==> src/rtl/tea_block_assembler.sv <==
// Byte-mux sequencer: walks the 8:1 mux select, packs eight bytes into a 64-bit
// TEA block (byte 0 in the MSBs) and offers it downstream over valid/ready.
module tea_block_assembler #(
  parameter int unsigned BYTES  = 8,
  parameter int unsigned SEL_W  = 3,
  parameter int unsigned BYTE_W = 8
) (
  input  logic                    clk,
  input  logic                    rst_n,
  input  logic                    start,
  input  logic                    abort,
  output logic [SEL_W-1:0]        sel,
  input  logic [BYTE_W-1:0]       byte_in,
  output logic [BYTES*BYTE_W-1:0] block,
  output logic                    block_valid,
  input  logic                    block_ready,
  output logic                    busy
);

  localparam int unsigned BLK_W = BYTES * BYTE_W;

  typedef enum logic [1:0] {
    IDLE,
    GATHER,
    HOLD
  } state_t;

  state_t             state, state_n;
  logic [SEL_W-1:0]   cnt, cnt_n;
  logic [BLK_W-1:0]   block_n;
  logic               valid_n;
  logic               busy_n;

  // cnt is the mux select itself, so sel comes straight off a flop
  assign sel = cnt;

  always_ff @(posedge clk or negedge rst_n) begin
    if (!rst_n) begin
      state       <= IDLE;
      cnt         <= '0;
      block       <= '0;
      block_valid <= 1'b0;
      busy        <= 1'b0;
    end else begin
      state       <= state_n;
      cnt         <= cnt_n;
      block       <= block_n;
      block_valid <= valid_n;
      busy        <= busy_n;
    end
  end

  always_comb begin
    state_n = state;
    cnt_n   = cnt;
    block_n = block;
    case (state)
      IDLE: begin
        if (start) begin
          state_n = GATHER;
          cnt_n   = '0;
        end
      end
      GATHER: begin
        if (abort) begin
          state_n = IDLE;
          cnt_n   = '0;
          block_n = '0;
        end else begin
          for (int unsigned i = 0; i < BYTES; i++) begin
            if (cnt == SEL_W'(i)) block_n[BLK_W-1-i*BYTE_W -: BYTE_W] = byte_in;
          end
          cnt_n = cnt + SEL_W'(1);
          if (cnt == SEL_W'(BYTES - 1)) state_n = HOLD;
        end
      end
      HOLD: begin
        // block only leaves on an accepted transfer; start chains the next one
        if (block_ready) begin
          state_n = start ? GATHER : IDLE;
          cnt_n   = '0;
        end
      end
      default: begin
        state_n = IDLE;
        cnt_n   = '0;
      end
    endcase
    valid_n = (state_n == HOLD);
    busy_n  = (state_n != IDLE);
  end

endmodule

==> config.mk <==
export PLATFORM = sky130hd
export DESIGN_NAME = tea_block_assembler
export DESIGN_NICKNAME = d
export VERILOG_FILES = /design/src/rtl/tea_block_assembler.sv
export SDC_FILE = /design/constraint.sdc
export NUM_CORES = 1
export LEC_CHECK = 0
export CORE_MARGIN = 2
export CORE_UTILIZATION = 53
export DETAILED_ROUTE_END_ITERATION = 8
export GPL_ROUTABILITY_DRIVEN = 0
export MAX_ROUTING_LAYER = met4
export PLACE_DENSITY = 0.86
export SYNTH_ARGS = -nofsm -noshare
export SYNTH_HDL_FRONTEND = slang
export SYNTH_SLANG_ARGS = --single-unit
==> constraint.sdc <==
create_clock -name clk -period 3.6 [get_ports clk]
set_clock_uncertainty 0.15 [all_clocks]
set_input_delay 0.72 -clock clk [delete_from_list [all_inputs] [get_ports clk]]
set_output_delay 0.72 -clock clk [all_outputs]
set_load 0.01 [all_outputs]
## Word-level counts from Yosys, hierarchy flattened

Cells that the tools add are included.

- Register bits: 71
- Input port bits: 13
- Output and inout port bits: 69

- $add $sub $neg: 1
- Equality and inequality tests: 12
- Muxes and demuxes: 19
- Reductions and logical operators: 20

Operators with widths:

| operator | count |
|---|---|
| 2-to-1 mux 64 bit | 1 |
| 2-to-1 mux 8 bit | 8 |
| AND reduction 2 bit | 9 |
| nonzero test 2 bit | 9 |
| == test 3 bit (second input constant) | 4 |
| 2-to-1 mux 3 bit | 3 |
| one-hot mux 3 bit (3 select lines) | 1 |
| 2-to-1 mux 2 bit | 4 |
| == test 3 x 2 -> 1 bit (second input constant) | 2 |
| one-hot mux 2 bit (3 select lines) | 1 |
| == test 2 bit (second input constant) | 2 |
| inequality test 2 bit (second input constant) | 2 |
| adder 3 x 1 -> 3 bit (second input constant) | 1 |
| == test 3 x 1 -> 1 bit (second input constant) | 1 |
| logical NOT 3 bit | 1 |
| == test 2 x 1 -> 1 bit (second input constant) | 1 |
| logical NOT 2 bit | 1 |
| 2-to-1 mux 1 bit | 1 |

## Logic depth before layout (Yosys ltp)

Gate-level depths: netlist of run 1.

- Depth in word-level cells: 5
- Depth in mapped cells: 7

## Worst setup path before layout of run 1

OpenSTA, ideal clock, no wires.

- Path kind: input to register
- Start point: input abort
- End point: register block[56]
- Setup time: 0.066 ns
- Data arrival time: 1.479 ns
- Required time: 3.384 ns
- Slack: 1.905 ns
- Cell stages on the path: 4
- Buffers on the path: 1
- Path through: or3b_4 nor2b_4 buf_6 a22o_1

- Word-level cells in the longest chain between the ends: 2
- Elaborated cells between the ends (all ways): 3
- Those cells by class: mux: 1; reduce/logical: 2

Ends and longest elaborated chain:

| what | line | source |
|---|---|---|
| start: declaration | 11 | `input logic abort,` |
| nonzero test 2 bit (no line) | - |  |
| AND reduction 2 bit (no line) | - |  |
| end signal: assignment | 47 | `block <= block_n;` |
| end: declaration | 14 | `output logic [BYTES*BYTE_W-1:0] block,` |

Several ways; a longest one is shown, not always the timed one.
A chain may end at the register's enable or synchronous reset.

## Final worst setup path of run 1

- Start point: register cnt[2], in the netlist sel[2]
- End point: output sel[2]

RTL lines:

| what | line | source |
|---|---|---|
| start: declaration | 29 | `logic [SEL_W-1:0] cnt, cnt_n;` |
| start signal: assignment | 46 | `cnt <= cnt_n;` |
| end: declaration | 12 | `output logic [SEL_W-1:0] sel,` |

No word-level cell between the ends.

==> results.md, run 1 <==
| Item | Reported |
| --- | --- |
| DRC errors left | 0 |
| Largest delay share family, worst path | buffers and inverters |
| Post-cts repair resize count | 0 |
| Wire length after detailed routing | 8190 um |
| Final ANT Viol Nets | 0 |
| Biggest area consumer among synthesized cells | dfrtp_1 |
| Cells after Synth | 307 |
| TritonCTS clock tree | done |
| Antenna violations before repair | 0 |
| Post-detailed-route via-to-cell ratio | 5.67 |
| Sinks on the clock net | 71 |
| Most frequently used cell type in the post-synthesis netlist | dfrtp_1 |
| Vias after detailed routing | 2616 |
| Commonest cells post-synth | 71 x dfrtp_1, 67 x o21ai_0, 56 x nand2_1 |
| Average wire length per cell after detail routing | 17.8 um |
| Share of power burned in the clock network | 24.3% |
| Max transition margin | 36.0% |
| Count of state elements after synthesis | 71 |
| Worst vdd ir | 493 uV |
| Share of the yosys chip area belonging to registers | 55.1% |
| Synthesis-to-layout area growth | 32.4% |
| Dpl ws | 1.18 ns |
| HPWL reported at the end of detailed placement | 5720 um |
| Total count of max-transition violations in the final report | 0 |
| Total GRT Usage | 27.0% |
| Number of synthesis warnings | 0 |
| First-pass GRT wire length | 12800 um |
| Mean instance size in the synthesized netlist | 10.5 sq um |
| Slew at the pin closest to its max-slew limit | 0.958 ns |
| Number of library cell types mapped by synthesis | 26 |
| # nets final | 401 |
| Hold WC Path Type | in -> async |
| Sw power | 0.897 mW |
| I/O pin count | 82 |
| Kind of end point of the critical path | output pin |
| Sort of element at the start of the critical path | flop |
| Post-CTS Repair Setup Buffers | 0 |
| Leakage dissipation | 1.97 nW |
| Maximum capacitance violations | 0 |
| Syn Nets | 326 |
| H-Tree Depth | 3 |
| Internal Power | 1.90 mW |
| Diode count | 0 |
| Biggest area contributors in the synthesized netlist | dfrtp_1 55%, mux2i_1 11%, o21ai_0 10% |
| Number of fill cells in the layout | 434 |
| Required arrival time at the worst endpoint | 2.73 ns |
| Most used flip-flop cell after synthesis | dfrtp_1 |
| Kind of critical path | reg -> out |
| Crit path time final | 2.40 ns |
| Starting density of the core | 54.8% |
| Hold Vio Cnt, Final | 0 |
| Die area | 6720 sq um |
| Number of buffers added by the clock tree synthesis step | 9 |
| Unrepaired setup endpoints after global routing | no |
| CP cell instances | clkdlybuf4s50_1 |
| Placement row count | 28 |
| Buffers on Ports | 81 |
| Upper clock frequency limit | 417 MHz |
| Post-CTS Hold Buffers | 0 |
| Violation count after the first detailed-route iteration | 218 |
| Area of the multi-input gates | 1340 sq um |
| Drt pass-1 iters | 4 |
| Register clock-pin slew on the reported worst setup and hold paths | 0.08 ns |
| Clock Tree Root | clkbuf_8 |
| Via count of the first global-routing pass | 2589 |
| Buffer levels on the longest clock path | 2 |
| Fin util | 72.5% |
| Power density normalized to cell area | 656 nW/um^2 |
| Gate power share | 33.3% |
| Summed negative setup slack over all endpoints | 0 ns |
| Critical path data arrival time | 1.53 ns |
| Sequential Power Share | 42.4% |
| Fraction of final layout cells with drive strength greater than 1 | 6.22% |
| Area share of the largest cell type after synthesis | 55.1% |
| Final period util | 66.7% |
| Switching portion of total power | 32.0% |
| Total standard cell area after synthesis | 3220 sq um |
| Setup violation total in the final timing report | 0 |
| Post-synth EDFFs | 0 |
| Crit path max fanout | 11 |
| Die span in x | 82.0 um |
| Cell with the largest stage delay on the worst path | clkdlybuf4s50_1 |
| Final worst setup slack | 1.20 ns |
| Post-layout instance count excluding filler cells | 461 |
| # placed instances | 446 |
| Count of buffer and inverter cells on the critical path | 1 |
| Floorplan core area | 5890 sq um |
| Longest individual stage delay on the worst path | 0.63 ns |
| Die extent in y | 82.0 um |
| Ys async rst share | 100% |
| Pin count of the biggest net entering global routing | 40 |
| Run status | finished, final reports clean |
| Clk_lat worst skew | 0.34 ns |
| Total overflow reported by the global router | 0 |
| Area occupied by registers | 1780 sq um |
kinds of logic after synthesis:
| family | after synthesis | share of synthesized area [%] |
|---|---|---|
| compound gates | 89 | 16.0 |
| buf+inv | 25 | 3.45 |
| fa+ha+maj | 6 | 2.33 |
| flops | 71 | 55.1 |
| simple gates | 82 | 12.6 |
| mux | 34 | 10.6 |
layer usage:
metal	global-route usage [%]	share of wire, %	wire length [um]
met5	-	0	0
met4	13.3	1.7	137
met3	3.52	5.2	427
met2	42.7	52	4240
met1	34.5	41	3390
metrics by stage:
step                      instance area [sq um]  hold WS [ns]  power, mW
after global placement                     4060         0.340       2.09
after floorplan                            3220         0.274       1.57
after global routing                       4270         0.164       2.94
after CTS                                  4270         0.145       2.82
final                                      4270         0.139       2.80
after detailed placement                   4060         0.348       2.13
registers in the layout (all words and copies together), names as in the netlist:
signal	flops
block	64
busy	1
sel	3
block_valid	1
state	2
worst paths after layout:
check	start	to	slack, ns	cells after the start
min in group clk	block[57]	block[57]	0.35	1
hold / removal	rst_n	block[46]	0.14	1
setup reg to reg	state[0]	block[60]	1.39	3
setup / recovery	sel[2]	sel[2]	1.20	1
hold reg to reg	block[57]	block[57]	0.35	1
max in group asynchronous	rst_n	block[1]	2.38	2
worst reg2reg max path: stages (launching register included):
cell	delay, ns
dfrtp_1	0.62
nor2b_1	0.63
o21ai_1	0.37
a22o_1	0.33
power groups by stage:
stage	clock, mW	sequential [mW]	combinational [mW]
floorplan	0	1.25	0.316
global placement	0	1.19	0.900
detailed placement	0	1.19	0.935
CTS	0.691	1.19	0.942
global route	0.716	1.21	1.01
finish	0.679	1.19	0.933
placed cells by master, fill, tap and decap left out, types with 2 or more instances in the layout:
cell,count
nand2_1,56
buf_4,4
and3b_1,9
a21o_1,2
nor2_1,3
o21ai_0,67
inv_1,4
mux2i_1,34
dfrtp_1,71
bufinv_16,2
ha_1,6
clkinv_2,2
nand2b_1,3
clkdlybuf4s50_1,80
nor2b_1,5
o22ai_1,2
a22o_1,14
clkbuf_8,9
final cells by class:
class                      instances  share of cell area (%)
clock buffer                       9                    2.90
clock inverter                     6                    2.02
inverter                           4                   0.352
multi-input combinational        211                    31.3
sequential                        71                    41.6
tap                               75                    2.20
timing repair buffer              85                    19.6
Note: power is estimated with default switching activity, not from simulation.
==> run 2: changes to the inputs <==
--- a/config.mk
+++ b/config.mk
@@ -6,11 +6,11 @@
 export NUM_CORES = 1
 export LEC_CHECK = 0
 export CORE_MARGIN = 2
-export CORE_UTILIZATION = 53
+export CORE_UTILIZATION = 49
 export DETAILED_ROUTE_END_ITERATION = 8
 export GPL_ROUTABILITY_DRIVEN = 0
 export MAX_ROUTING_LAYER = met4
-export PLACE_DENSITY = 0.86
+export PLACE_DENSITY = 0.8
 export SYNTH_ARGS = -nofsm -noshare
 export SYNTH_HDL_FRONTEND = slang
 export SYNTH_SLANG_ARGS = --single-unit
==> constraint.sdc (replaced) <==
create_clock -name clk -period 2.3 [get_ports clk]
set_clock_uncertainty 0.15 [all_clocks]
set_input_delay 0.46 -clock clk [delete_from_list [all_inputs] [get_ports clk]]
set_output_delay 0.46 -clock clk [all_outputs]
set_load 0.01 [all_outputs]
==> run 2 against run 1 <==
Global-route usage shrank 1.7 points. First-iteration DRC count up 11%. Die area increased by 7.8%. Cell count rose by 2.6%. Worst setup slack worse by 1.0 ns. Core utilization down 3.8 points. Sequential share of layout area decreased by 0.88 points. Cell area grew 2.2%. Worst hold slack better by 0.22 ns. Critical path depth unchanged. Non-clock buffer count rose by 10. Critical path type unchanged. Largest power group unchanged.
==> results.md, run 2 (synthesis results as in run 1) <==
| Item | Reported |
| --- | --- |
| Violation count after the first detailed-route iteration | 243 |
| Summed negative setup slack over all endpoints | 0 ns |
| Unrepaired setup endpoints after global routing | no |
| Reg-to-reg slack, setup | 0.47 ns |
| Sort of element at the start of the critical path | flop |
| Final ANT Viol Nets | 0 |
| Sequential Power Share | 42.0% |
| Fin util | 68.7% |
| Leakage dissipation | 2.02 nW |
| Startpoint of the most critical register-to-register path | sel[0] |
| Upper clock frequency limit | 470 MHz |
| Synthesis-to-layout area growth | 35.2% |
| Cell with the largest stage delay on the worst path | clkdlybuf4s50_1 |
| Total overflow reported by the global router | 0 |
| Gate power share | 33.5% |
| Worst setup path startpoint | sel[2] |
| Register ranked first by flip-flop count | block |
| Critical path data arrival time | 1.52 ns |
| Die area | 7240 sq um |
| Number of buffers added by the clock tree synthesis step | 9 |
| Vias after detailed routing | 2688 |
| Wire length after detailed routing | 8400 um |
| Buffer levels on the longest clock path | 2 |
| Run status | finished, final reports clean |
| Setup violation total in the final timing report | 0 |
| Pwr Total | 4.41 mW |
| Count of buffer and inverter cells on the critical path | 1 |
| Sinks on the clock net | 71 |
| Required arrival time at the worst endpoint | 1.69 ns |
| Kind of end point of the critical path | output pin |
| H-Tree Depth | 3 |
| Critical path destination | sel[2] |
| Final period util | 92.6% |
| Maximum capacitance violations | 0 |
| Buffers on Ports | 81 |
| Drt pass-1 iters | 4 |
| Launch point of the worst hold path | block[23] |
| Placement row count | 29 |
| Total GRT Usage | 25.3% |
| Total count of max-transition violations in the final report | 0 |
| Pin count of the biggest net entering global routing | 72 |
| Hold WC Path Type | reg -> reg |
| Worst reg2reg path endpoint | block[60] |
| HPWL reported at the end of detailed placement | 5750 um |
| Clock Tree Root | clkbuf_8 |
| Fraction of final layout cells with drive strength greater than 1 | 8.33% |
| Floorplan core area | 6350 sq um |
| I/O pin count | 82 |
| Via count of the first global-routing pass | 2605 |
| Final Hold Slack | 0.360 ns |
| DRC errors left | 0 |
| Switching portion of total power | 32.0% |
| Post-CTS Repair Setup Buffers | 0 |
| Internal Power | 3.00 mW |
| Slew at the pin closest to its max-slew limit | 0.490 ns |
| TritonCTS clock tree | done |
| Highest-count cells in the layout ignoring fill and taps | 80 x clkdlybuf4s50_1, 71 x dfrtp_1, 67 x o21ai_0 |
| Crit path time final | 2.13 ns |
| Longest individual stage delay on the worst path | 0.63 ns |
| Die span in x | 85.1 um |
| Average wire length per cell after detail routing | 17.8 um |
| Register clock-pin slew on the reported worst setup and hold paths | 0.07 ns |
| Max transition margin | 67.1% |
| Diode count | 0 |
| Number of cells on the critical path | 1 |
| Sw power | 1.41 mW |
| Most common library cell in the layout ignoring fill and taps | clkdlybuf4s50_1 |
| Post-detailed-route via-to-cell ratio | 5.68 |
| Worst vdd ir | 663 uV |
| First-pass GRT wire length | 13700 um |
| Starting density of the core | 50.8% |
| Hold Vio Cnt, Final | 0 |
| Crit path max fanout | 11 |
| # nets final | 411 |
| Number of cells on the worst reg-to-reg path | 5 |
| Largest delay share family, worst path | buffers and inverters |
| Clk_lat worst skew | 0.35 ns |
| Power density normalized to cell area | 1010 nW/um^2 |
| Max reg flops | 64 |
| Kind of critical path | reg -> out |
| Share of power burned in the clock network | 24.5% |
| Die extent in y | 85.1 um |
| Antenna violations before repair | 0 |
| CP cell instances | clkdlybuf4s50_1 |
==> run 2: cell count changes in the layout (fill, tap and decap cells not counted) <==
cell,before,now
dlygate4sd3_1,0,1
buf_12,0,1
buf_4,4,12
==> run 2: layer usage <==
| layer | share of wire (%) | wire, um | up-vias | GRT usage [%] |
|---|---|---|---|---|
| met1 | 43 | 3620 | 1340 | 35.0 |
| met4 | 1.8 | 155 | 0 | 10.4 |
| met5 | 0 | 0 | - | - |
| met2 | 51 | 4260 | 98 | 37.9 |
| li1 | - | - | 1236 | - |
| met3 | 4.3 | 364 | 14 | 3.60 |
==> run 2: metrics by stage <==
stage	cell area, sq um	std cells	worst slack [ns]
2_1_floorplan	3220	307	0.684
3_3_place_gp	4140	457	0.393
3_5_place_dp	4140	457	0.359
4_1_cts	4360	473	0.159
5_1_grt	4360	473	0.0897
6_report	4360	473	0.171
==> run 2: what timing repair did <==
item,in CTS,in global routing
hold buffers,1,0
endpoints found under the hold margin,70,0
resized for setup,0,0
==> run 2: worst reg2reg max path, stage by stage, from the launching register on <==
cell and delay (ns):
dfrtp_1 0.44, inv_1 0.10, ha_1 0.24, nor2b_1 0.18
o21ai_1 0.43, a22o_1 0.24
==> run 2: how the worst min path moves through the flow <==
stage | endpoint | slack [ns] | cells past startpoint
final | block[23] | 0.36 | 2
after global placement | block[54] | 0.34 | 2
after detailed placement | block[24] | 0.34 | 1
after CTS | block[24] | 0.36 | 1
after global routing | block[30] | 0.39 | 1
after floorplan | block[0] | 0.01 | 0
==> run 2: power by group through the flow <==
stage | Combinational [mW] | Sequential (mW) | Clock [mW]
after floorplan | 0.495 | 1.96 | 0
final | 1.48 | 1.85 | 1.08
after global routing | 1.60 | 1.90 | 1.14
after global placement | 1.44 | 1.86 | 0
after detailed placement | 1.48 | 1.87 | 0
after CTS | 1.49 | 1.85 | 1.09
==> run 2: final cells by class <==
| cell class | instances | area (sq um) |
|---|---|---|
| fillers | 474 | 1990 |
| flip-flops and latches | 71 | 1780 |
| multi-input cells | 211 | 1340 |
| repair buffers | 95 | 926 |
| clock buffers | 9 | 124 |
| well taps | 77 | 96.3 |
| clock inverters | 6 | 86.3 |
| inverters | 4 | 15.0 |
==> run 3: changes to the inputs <==
--- a/config.mk
+++ b/config.mk
@@ -5,6 +5,7 @@
 export SDC_FILE = /design/constraint.sdc
 export NUM_CORES = 1
 export LEC_CHECK = 0
+export CAP_MARGIN = 30
 export CORE_MARGIN = 2
 export CORE_UTILIZATION = 49
 export DETAILED_ROUTE_END_ITERATION = 8
==> constraint.sdc (replaced) <==
create_clock -name clk -period 2.09 [get_ports clk]
set_clock_uncertainty 0.15 [all_clocks]
set_input_delay 0.418 -clock clk [delete_from_list [all_inputs] [get_ports clk]]
set_output_delay 0.418 -clock clk [all_outputs]
set_load 0.01 [all_outputs]
==> run 3 against run 2 <==
Clock-buffer cell count grew 2. Worst hold slack gained 0.0019 ns. Sequential power grew 10%. First-iteration DRC count shrank 18%. Combinational power grew 11%. Critical path type unchanged. Critical endpoint unchanged. Largest cell class unchanged. Highest routed layer unchanged.
==> results.md, run 3 (synthesis results as in run 1) <==
| Item | Reported |
| --- | --- |
| Buffer levels on the longest clock path | 2 |
| Total overflow reported by the global router | 0 |
| First-pass GRT wire length | 13200 um |
| Diode count | 0 |
| Leakage dissipation | 2.07 nW |
| Clk_lat worst skew | 0.34 ns |
| Average wire length per cell after detail routing | 17.8 um |
| Hold WC Path Type | reg -> reg |
| Drt pass-1 iters | 5 |
| Largest delay share family, worst path | buffers and inverters |
| Kind of end point of the critical path | output pin |
| Number of buffers added by the clock tree synthesis step | 9 |
| Gate power share | 31.7% |
| Hold Vio Cnt, Final | 0 |
| Final Hold Slack | 0.362 ns |
| I/O pin count | 82 |
| TritonCTS clock tree | done |
| HPWL reported at the end of detailed placement | 5940 um |
| CP cell instances | clkdlybuf4s50_1 |
| Vias after detailed routing | 2693 |
| Pin count of the biggest net entering global routing | 72 |
| Fin util | 70.1% |
| Sequential Power Share | 39.4% |
| Maximum capacitance violations | 0 |
| Sw power | 1.56 mW |
| Buffers on Ports | 81 |
| Synthesis-to-layout area growth | 38.1% |
| Max transition margin | 65.3% |
| Crit path max fanout | 11 |
| H-Tree Depth | 3 |
| # nets final | 414 |
| Run status | finished, final reports clean |
| Kind of critical path | reg -> out |
| Highest-count cells in the layout ignoring fill and taps | 80 x clkdlybuf4s50_1, 70 x dfrtp_1, 67 x o21ai_0 |
| Sort of element at the start of the critical path | flop |
| Starting density of the core | 50.8% |
| Wire length after detailed routing | 8510 um |
| Violation count after the first detailed-route iteration | 200 |
| Clock Tree Root | clkbuf_8 |
| Unrepaired setup endpoints after global routing | no |
| Setup violation total in the final timing report | 0 |
| Summed negative setup slack over all endpoints | 0 ns |
| Internal Power | 3.62 mW |
| Count of buffer and inverter cells on the critical path | 1 |
| Total count of max-transition violations in the final report | 0 |
| Final worst setup slack | 0.127 ns |
| Power density normalized to cell area | 1160 nW/um^2 |
| Share of power burned in the clock network | 28.9% |
| Register ranked first by flip-flop count | block |
| Floorplan core area | 6350 sq um |
| Final ANT Viol Nets | 0 |
| Number of fill cells in the layout | 475 |
| Die extent in y | 85.1 um |
| Register clock-pin slew on the reported worst setup and hold paths | 0.07 ns |
| Dpl ws | 0.166 ns |
| Via count of the first global-routing pass | 2540 |
| Required arrival time at the worst endpoint | 1.52 ns |
| Longest individual stage delay on the worst path | 0.58 ns |
| Sinks on the clock net | 71 |
| Worst vdd ir | 816 uV |
| Critical path data arrival time | 1.39 ns |
| Antenna violations before repair | 0 |
| Most common library cell in the layout ignoring fill and taps | clkdlybuf4s50_1 |
| Slew at the pin closest to its max-slew limit | 0.517 ns |
| Total GRT Usage | 24.6% |
| Cell with the largest stage delay on the worst path | clkdlybuf4s50_1 |
| Fraction of final layout cells with drive strength greater than 1 | 9.50% |
| Crit path time final | 1.96 ns |
| Die span in x | 85.1 um |
| Final period util | 93.9% |
| Die area | 7240 sq um |
| DRC errors left | 0 |
| Placement row count | 29 |
| Upper clock frequency limit | 509 MHz |
| Post-detailed-route via-to-cell ratio | 5.65 |
| Switching portion of total power | 30.1% |
| Max reg flops | 64 |
## run 3: cell types whose count changed in the layout (fill, tap and decap cells not counted), sizes merged
cell / previous run / this run
clkbuf: 9 / 11
clkinv: 3 / 0
bufinv: 2 / 4
buf: 14 / 17
## run 3: final timing paths
| check | cells past startpoint | start | slack [ns] | end |
|---|---|---|---|---|
| max | 1 | sel[2] | 0.13 | sel[2] |
| min | 1 | block[27] | 0.36 | block[27] |
| max reg2reg | 5 | sel[0] | 0.23 | block[58] |
| min reg2reg | 1 | block[27] | 0.36 | block[27] |
| max in group asynchronous | 3 | rst_n | 1.00 | sel[2] |
| min in group asynchronous | 3 | rst_n | 0.47 | block[42] |
## run 3: through the flow
stage,instance area [sq um],std cells,power [mW]
floorplan,3220,307,2.71
CTS,4450,477,5.21
finish,4450,477,5.18
detailed placement,4160,460,3.70
global placement,4160,460,3.63
global route,4450,477,5.40
## run 3: power by group through the flow
stage	Combinational, mW	Sequential [mW]	Clock, mW
6_report	1.64	2.04	1.50
5_1_grt	1.76	2.08	1.56
4_1_cts	1.66	2.04	1.51
3_5_place_dp	1.64	2.06	0
3_3_place_gp	1.59	2.04	0
2_1_floorplan	0.545	2.16	0
## run 3: layer usage
metal	global-route usage, %	vias to the layer above	routed length (um)
met4	5.19	0	103
met5	-	-	0
met2	40.1	92	4380
met1	31.7	1343	3550
met3	5.64	15	477
li1	-	1243	-
## run 3: area by class of cell
type	count	area (sq um)	area share, %
clock buffer	11	151	3.40
clock inverter	5	128	2.87
inverter	4	15.0	0.337
multi-input combinational	211	1340	30.0
sequential	71	1780	39.9
tap	77	96.3	2.16
timing repair buffer	98	948	21.3
## run 3: repair_timing
action / in CTS / in global routing
gates resized for setup: 0 / 1
buffers inserted: 0 / 0
setup endpoints to repair: 0 / 1
hold buffers: 1 / 0
endpoints found under the hold margin: 71 / 0
